==> src/rtl/eth_pcs_pkg.sv <==
// rtl/eth_pcs_pkg.sv - shared PCS constants: scrambler polynomial, seed and sync header codes.
package eth_pcs_pkg;

    localparam int SCR_LEN   = 58;
    localparam int SCR_TAP_A = 38;
    localparam int SCR_TAP_B = 57;

    typedef logic [SCR_LEN-1:0] scr_state_t;

    localparam scr_state_t SCR_SEED_DEFAULT = '1;

    localparam logic [1:0] HDR_DATA = 2'b01;
    localparam logic [1:0] HDR_CTRL = 2'b10;

    // 00 and 11 are never legal sync headers
    function automatic logic hdr_is_bad(input logic [1:0] hdr);
        return (hdr != HDR_DATA) && (hdr != HDR_CTRL);
    endfunction

endpackage

==> src/rtl/eth_scr_step.sv <==
// rtl/eth_scr_step.sv - combinational DATA_WIDTH-bit advance of the x^58 + x^39 + 1 (de)scrambler.
module eth_scr_step
    import eth_pcs_pkg::*;
#(
    parameter int DATA_WIDTH = 16
) (
    input  logic [SCR_LEN-1:0]    state,
    input  logic [DATA_WIDTH-1:0] data,
    input  logic                  mode,
    input  logic                  bypass,
    output logic [SCR_LEN-1:0]    next_state,
    output logic [DATA_WIDTH-1:0] out_data
);

    logic [SCR_LEN-1:0]    s;
    logic [DATA_WIDTH-1:0] d;
    logic                  out_bit;
    logic                  fb;

    // Bits are processed MSB first; a bypassed scrambler keeps its state frozen.
    always_comb begin
        s       = state;
        d       = '0;
        out_bit = 1'b0;
        fb      = 1'b0;
        for (int i = DATA_WIDTH - 1; i >= 0; i--) begin
            out_bit = data[i] ^ s[SCR_TAP_A] ^ s[SCR_TAP_B];
            d[i]    = bypass ? data[i] : out_bit;
            fb      = mode ? out_bit : data[i];
            if (!(bypass && mode)) begin
                s = {s[SCR_LEN-2:0], fb};
            end
        end
        next_state = s;
        out_data   = d;
    end

endmodule

==> src/rtl/eth_scrambler_gen.sv <==
// rtl/eth_scrambler_gen.sv - one-stage (de)scrambler with handshake; ETH_SCRAMBLER_HDR_ERR_CNT_EN enables header error counting.
module eth_scrambler_gen
    import eth_pcs_pkg::*;
#(
    parameter int DATA_WIDTH = 16,
    parameter int SCRAMBLE   = 0
) (
    input  logic                  i_clk,
    input  logic                  i_rst_n,
    input  logic                  i_valid,
    output logic                  o_ready,
    input  logic [DATA_WIDTH-1:0] i_data,
    input  logic [1:0]            i_header,
    input  logic                  i_headervalid,
    output logic                  o_valid,
    output logic [DATA_WIDTH-1:0] o_data,
    output logic [1:0]            o_header,
    output logic                  o_headervalid,
    input  logic                  i_ready,
    input  logic                  i_bypass,
    input  logic                  i_seed_load,
    input  logic [SCR_LEN-1:0]    i_seed,
    output logic [15:0]           o_hdr_err_cnt
);

    localparam logic SCR_MODE = (SCRAMBLE != 0);

    logic [SCR_LEN-1:0]    scr_state;
    logic [SCR_LEN-1:0]    step_state;
    logic [DATA_WIDTH-1:0] step_data;
    logic                  accept;

    assign o_ready = !o_valid || i_ready;
    assign accept  = i_valid && o_ready;

    eth_scr_step #(
        .DATA_WIDTH (DATA_WIDTH)
    ) u_step (
        .state      (scr_state),
        .data       (i_data),
        .mode       (SCR_MODE),
        .bypass     (i_bypass),
        .next_state (step_state),
        .out_data   (step_data)
    );

    // Seed load overrides the advance of a beat accepted in the same cycle.
    always_ff @(posedge i_clk) begin
        if (!i_rst_n) begin
            scr_state     <= SCR_SEED_DEFAULT;
            o_valid       <= 1'b0;
            o_data        <= '0;
            o_header      <= '0;
            o_headervalid <= 1'b0;
        end else begin
            if (i_seed_load) begin
                scr_state <= i_seed;
            end else if (accept) begin
                scr_state <= step_state;
            end

            if (accept) begin
                o_valid       <= 1'b1;
                o_data        <= step_data;
                o_headervalid <= i_headervalid;
                if (i_headervalid) begin
                    o_header <= i_header;
                end
            end else if (i_ready) begin
                o_valid <= 1'b0;
            end
        end
    end

`ifdef ETH_SCRAMBLER_HDR_ERR_CNT_EN
    logic [15:0] hdr_err_cnt;

    always_ff @(posedge i_clk) begin
        if (!i_rst_n) begin
            hdr_err_cnt <= '0;
        end else if (accept && i_headervalid && hdr_is_bad(i_header)
                     && (hdr_err_cnt != 16'hFFFF)) begin
            hdr_err_cnt <= hdr_err_cnt + 16'd1;
        end
    end

    assign o_hdr_err_cnt = hdr_err_cnt;
`else
    assign o_hdr_err_cnt = '0;
`endif

endmodule

==> config.mk <==
export PLATFORM = sky130hd
export DESIGN_NAME = eth_scrambler_gen
export DESIGN_NICKNAME = d
export VERILOG_FILES = /design/src/rtl/eth_pcs_pkg.sv /design/src/rtl/eth_scr_step.sv /design/src/rtl/eth_scrambler_gen.sv
export SDC_FILE = /design/constraint.sdc
export NUM_CORES = 1
export LEC_CHECK = 0
export CORE_MARGIN = 2
export CORE_UTILIZATION = 52
export DETAILED_ROUTE_END_ITERATION = 7
export PLACE_DENSITY = 0.9
export SYNTH_ARGS = -nofsm -noshare
export SYNTH_HDL_FRONTEND = slang
export SYNTH_SLANG_ARGS = --single-unit
==> constraint.sdc <==
create_clock -name i_clk -period 3.3 [get_ports i_clk]
set_input_delay 0.33 -clock i_clk [delete_from_list [all_inputs] [get_ports i_clk]]
set_output_delay 0.33 -clock i_clk [all_outputs]
set_load 0.01 [all_outputs]
==> results of run 1 <==
## metrics by stage
step | hold WS [ps] | setup WS [ps] | power (µW) | std cells
after floorplan | 458.6 | 1910 | 1387 | 492
after global placement | 460.0 | 1146 | 1566 | 635
after detailed placement | 472.8 | 1082 | 1583 | 635
after CTS | 309.7 | 1294 | 2235 | 651
after global routing | 342.0 | 1228 | 2330 | 651
final | 321.9 | 1293 | 2235 | 651
## Yosys cell counts (all sizes together), types with 2 or more instances
| library cell | count | area [µm²] |
|---|---|---|
| and3 | 58 | 362.9 |
| buf | 33 | 230.2 |
| o31a | 56 | 490.5 |
| nand4 | 2 | 12.51 |
| xnor2 | 16 | 140.1 |
| o32a | 2 | 20.02 |
| nand3b | 56 | 420.4 |
| or3 | 16 | 100.1 |
| a21oi | 20 | 100.1 |
| o31ai | 2 | 15.01 |
| inv | 4 | 15.01 |
| a21boi | 58 | 435.4 |
| dfxtp | 78 | 1562 |
| clkbuf | 37 | 141.4 |
| o21ai | 17 | 85.08 |
| a311oi | 16 | 140.1 |
## layer usage
layer / part of all wire / up-vias / GRT usage
li1: - / 1881 / -
met1: 0.42 / 1857 / 0.3480
met2: 0.47 / 155 / 0.4178
met3: 0.085 / 16 / 0.05587
met4: 0.017 / 0 / 0.08454
met5: 0 / - / 0
## final timing paths
kind / end / cells after the start
worst max register to register: scr_state[55]$_SDFFE_PN1P_ / 5
worst min register to register: o_header[1]$_SDFFE_PN0P_ / 2
worst min-delay path: o_valid$_SDFFE_PN0P_ / 3
worst max-delay path: o_ready / 4
## power by group through the flow
| stage | sequential [µW] | clock [µW] | combinational [µW] |
|---|---|---|---|
| 5_1_grt | 1080 | 710 | 545 |
| 3_5_place_dp | 1090 | 0 | 496 |
| 2_1_floorplan | 1080 | 0 | 307 |
| 6_report | 1070 | 667 | 499 |
| 4_1_cts | 1070 | 670 | 499 |
| 3_3_place_gp | 1080 | 0 | 482 |
## state kept, by name, summed over array words and instances (netlist names)
name and flops:
o_header 2, o_valid 1, o_data 16, o_headervalid 1
scr_state 58
## final cells by class
cell class	count	share of cell area
multi-input combinational	340	0.4490
sequential	78	0.2900
timing repair buffer	108	0.2003
clock buffer	16	0.03347
tap	105	0.02440
inverter	4	0.002789
## critical path, stage by stage
cell and delay (ps):
clkdlybuf4s50_1 510, nor2b_4 70, inv_2 190, clkdlybuf4s50_1 590
## cell families (layout without fill, tap and decap cells)
logic type / after synthesis / in the layout / share of synthesized area
AND/OR/NAND/NOR: 137 / 137 / 0.2156
AO/OA/AOI/OAI: 171 / 171 / 0.2987
buffers and inverters: 74 / 128 / 0.08977
flip-flops: 78 / 78 / 0.3626
other: 1 / 16 / 0.0008708
XOR/XNOR: 16 / 16 / 0.03254
==> impl_metrics.csv, run 1 <==
group,metric,value,unit
run_status,status,"finished clean",
sta,rsz0062_at_grt,"false",
worst_setup_path,start_kind,"input pin",
cts,holdBufCountCts,0,
floorplanning,ioPinCount,120,
sta,fin_crit_sh,0.6082,
power,power_switching,607.3,µW
sta,max_slew_margin,0.2565,
worst_setup_path,cp_max_fo,13,
route,drtIter0Drc,325,
sta,setup_viol,0,
cts,post_cts_resized,0,
finish,seq_area,1562,µm²
sta,slew_violations,0,
flow_run,cap_violations,0,
worst_setup_path,startpoint,"i_ready",
logic_synthesis,synth_area,4307,µm²
finish,diodes,0,
worst_setup_path,crit_type,"input pin to output pin",
place,dpl_cell_area,5204,µm²
hold_path,hold_start,"i_valid",
cts,htreeDepth,3,
global_routing,grt_pass1_vias,3602,
cts,clock_sinks,78,
power,power_per_cell_area,415.1,nW/µm²
floorplanning,core_area,8134,µm²
floorplanning,initial_utilization,0.5295,
power,p_int,1628,µW
finish,layout-drive-gt1-share,0.04212,
cts,cts.clk_slew.worst_paths,70,ps
worst_setup_path,critPathArrivalTime,1680,ps
global_routing,antenna_found_initial,0,
finish,nNetsFinal,624,
sta,setup_tns,0,ps
logic_synthesis,synth_edf_count,0,
finish,design_area,5384,µm²
logic_synthesis,yosys_most_used_dff,"dfxtp_1",
place,io_buffers,103,
cts,cts_max_path_buffers,2,
logic_synthesis,ys_async_sr_fraction,0,
power,clock_power_share,0.299,
global_routing,grt_max_degree,136,
logic_synthesis,ys.warnings.count,0,
finish,final_cell_mix,"100 x clkdlybuf4s50_1, 78 x dfxtp_1, 58 x and3_1",
logic_synthesis,ys_seq_area_frac,0.3626,
sta,fmax,498.2,MHz
worst_setup_path,crit_required,2970,ps
route,drt-total-wl,11.56,mm
floorplanning,die_w,95.01,µm
floorplanning,rows,33,
logic_synthesis,syn_avg_cell_area,9.029,µm²
cts,clk-insertion-delay-late,340,ps
power,pwr-share-comb,0.223,
logic_synthesis,synth-seq-cells,78,
place,place_congestion,0.8186,
route,drc,0,
worst_setup_path,rr_startpoint,"o_valid$_SDFFE_PN0P_",
logic_synthesis,ys_types,28,
finish,utilization,0.6619,
power,leakagePower,0.002055,µW
route,firstDrtPassIters,4,
route,ant_nets,0,
logic_synthesis,synthCells,477,
cts,root_buffer,"clkbuf_8",
power,pwr-share-seq,0.478,
sta,fin_crit,2007,ps
floorplanning,die_h,95.01,µm
hold_path,hp-class,"input pin to register",
finish,multi_input_area,2417,µm²
route,routedWlPerCell,17.76,µm
finish,final_common_cell,"clkdlybuf4s50_1",
global_routing,grt_pass1_wl,18.11,mm
cts,postCtsSetupRepairBufs,0,
route,num_vias,3909,
place,dp_hpwl,7.975,mm
route,routed_via_density,6.005,
worst_setup_path,rrSetupSlack,1590,ps
finish,nFillCells,638,
cts,cts_made_buffers,9,
global_routing,gr-total-overflow,0,
worst_setup_path,crit_path_end_kind,"output pin",
finish,areaGrowthSynthToFinish,25.01,%
global_routing,gr-usage-all-layers,0.2601,
power,ir_drop,0.2274,mV
power,switching_share,0.2717,
floorplanning,dieArea,9026,µm²
sta,worst_slew_pin_slew,1111,ps
sta,fin_worst_skew,3.520,ps
cts,cts_tree,"built",
sta,hold_viol,0,
Note: power is estimated with default switching activity, not from simulation.
==> run 2: changes to the inputs <==
- CORE_UTILIZATION: 52 -> 44
- PLACE_DENSITY: 0.9 -> 0.81
- clock period: 3.3 -> 1.83 ns (I/O delays scaled with it)
==> run 2 against run 1 <==
  * First-iteration DRC count fell by 46%
  * Register-to-register slack got worse by 1500 ps
  * Flip-flop and latch count is the same
  * Critical path type is now register to register
  * Critical endpoint is now o_data[11]$_SDFFE_PN0P_
  * Largest power group unchanged
==> impl_metrics.csv, run 2 (synthesis results as in run 1) <==
group,metric,value,unit
run_status,status,"finished clean",
cts,cts.clk_slew.worst_paths,80,ps
power,leakagePower,0.002113,µW
worst_setup_path,crit_path_end_kind,"register",
cts,clock_sinks,78,
sta,worst_slew_pin_slew,1114,ps
worst_setup_path,crit_type,"register to register",
global_routing,antenna_found_initial,0,
floorplanning,initial_utilization,0.4468,
floorplanning,ioPinCount,120,
cts,cts_max_path_buffers,2,
global_routing,grt_max_degree,136,
power,ir_drop,0.4775,mV
route,drt-total-wl,11.85,mm
cts,cts_tree,"built",
place,dpl_cell_area,5314,µm²
cts,root_buffer,"clkbuf_8",
finish,multi_input_area,2417,µm²
worst_setup_path,path_buf_inv,0,
finish,nFillCells,869,
worst_setup_path,critical-path-top-delay-family,"simple AND/OR/NAND/NOR gates",
finish,fin_cells,684,
power,power_per_cell_area,771.4,nW/µm²
place,place_congestion,0.8412,
route,ant_nets,0,
place,dp_hpwl,8.511,mm
sta,fin_crit,1719,ps
route,drc,0,
floorplanning,core_area,9639,µm²
worst_setup_path,crit_chain,"nor2b_4 -> nor2_1 -> a311oi_1",
worst_setup_path,cp_max_fo,16,
finish,layout-drive-gt1-share,0.05445,
global_routing,gr-total-overflow,0,
finish,regMostFlops,"scr_state",
worst_setup_path,crit_required,1990,ps
route,num_vias,3867,
global_routing,grt_pass1_vias,3602,
floorplanning,dieArea,10600,µm²
route,routedWlPerCell,17.32,µm
sta,fmax,581.7,MHz
place,io_buffers,103,
sta,fin_worst_skew,7.262,ps
finish,seq_area,1562,µm²
finish,top_regs,"scr_state x58, o_data x16, o_header x2",
route,firstDrtPassIters,5,
cts,htreeDepth,3,
worst_setup_path,slowest_delay,840,ps
global_routing,use_met3,0.03390,
floorplanning,die_w,102.9,µm
route,drtIter0Drc,177,
finish,utilization,0.5739,
sta,hold_viol,0,
sta,setup_tns,0,ps
sta,holdWs,188.3,ps
finish,largest_register_ffs,58,
global_routing,grt_pass1_wl,18.32,mm
finish,areaGrowthSynthToFinish,28.44,%
global_routing,grt_busiest_layer,"met2",
finish,final_common_cell,"clkdlybuf4s50_1",
global_routing,gr-usage-all-layers,0.2255,
worst_setup_path,start_kind,"register",
global_routing,grt_use_met1,0.3018,
finish,design_area,5532,µm²
worst_setup_path,slowest_stage,"nor2_1",
sta,setup_viol,0,
sta,rsz0062_at_grt,"false",
sta,slew_violations,0,
cts,cts_made_buffers,9,
floorplanning,rows,36,
hold_path,hp-class,"input pin to register",
place,dp_cells,668,
sta,fin_crit_sh,0.9393,
finish,diodes,0,
route,routed_via_density,5.654,
finish,nNetsFinal,629,
global_routing,grt_use_met2,0.3621,
worst_setup_path,critPathArrivalTime,1880,ps
flow_run,cap_violations,0,
finish,final_cell_mix,"100 x clkdlybuf4s50_1, 78 x dfxtp_1, 58 x and3_1",
worst_setup_path,rrSetupSlack,110,ps
sta,max_slew_margin,0.2545,
floorplanning,die_h,102.9,µm
cts,clk-insertion-delay-late,350,ps
## run 2: cell types whose count changed in the layout (fill, tap and decap cells not counted), sizes merged
cell    change
bufinv      +2
clkinv      +2
buf         +5
clkbuf      -4
## run 2: path summary, 6_finish.rpt
kind,from,end,cells after the start
min,i_valid,o_valid$_SDFFE_PN0P_,3
max,o_valid$_SDFFE_PN0P_,o_data[11]$_SDFFE_PN0P_,3
max reg2reg,o_valid$_SDFFE_PN0P_,o_data[11]$_SDFFE_PN0P_,3
min reg2reg,o_header[1]$_SDFFE_PN0P_,o_header[1]$_SDFFE_PN0P_,2
## run 2: power by group
part	switching, µW	internal [µW]
sequential	89.4	1840
combinational	419	506
clock	615	803
## run 2: per-stage QoR
| stage | setup WS, ps | total power [µW] |
|---|---|---|
| 4_1_cts | 10.56 | 4286 |
| 2_1_floorplan | 440.4 | 2502 |
| 5_1_grt | 6.041 | 4461 |
| 3_3_place_gp | -50.12 | 2847 |
| 3_5_place_dp | -159.6 | 2879 |
| 6_report | 111.0 | 4267 |
## run 2: layout make-up
class | count | share of cell area
Clock buffer | 12 | 0.02624
Clock inverter | 4 | 0.01267
Inverter | 4 | 0.003167
Multi-Input combinational cell | 340 | 0.4370
Sequential cell | 78 | 0.2823
Tap cell | 133 | 0.03008
Timing Repair Buffer | 113 | 0.2086
## run 2: tightest hold or removal path, stage by stage
cell     delay, ps
buf_2          110
inv_1           90
a21oi_1        120
## run 2: metal layers
layer / vias up / routed length [µm]
met5: - / 0
met1: 1835 / 5250
met3: 21 / 802
li1: 1894 / -
met4: 0 / 333
met2: 117 / 5461
## run 2: repair_timing
action | CTS | global route
hold buffers | 0 | 0
setup buffers | 0 | 0
gates resized for setup | 0 | 2
setup endpoints to repair | 0 | 1
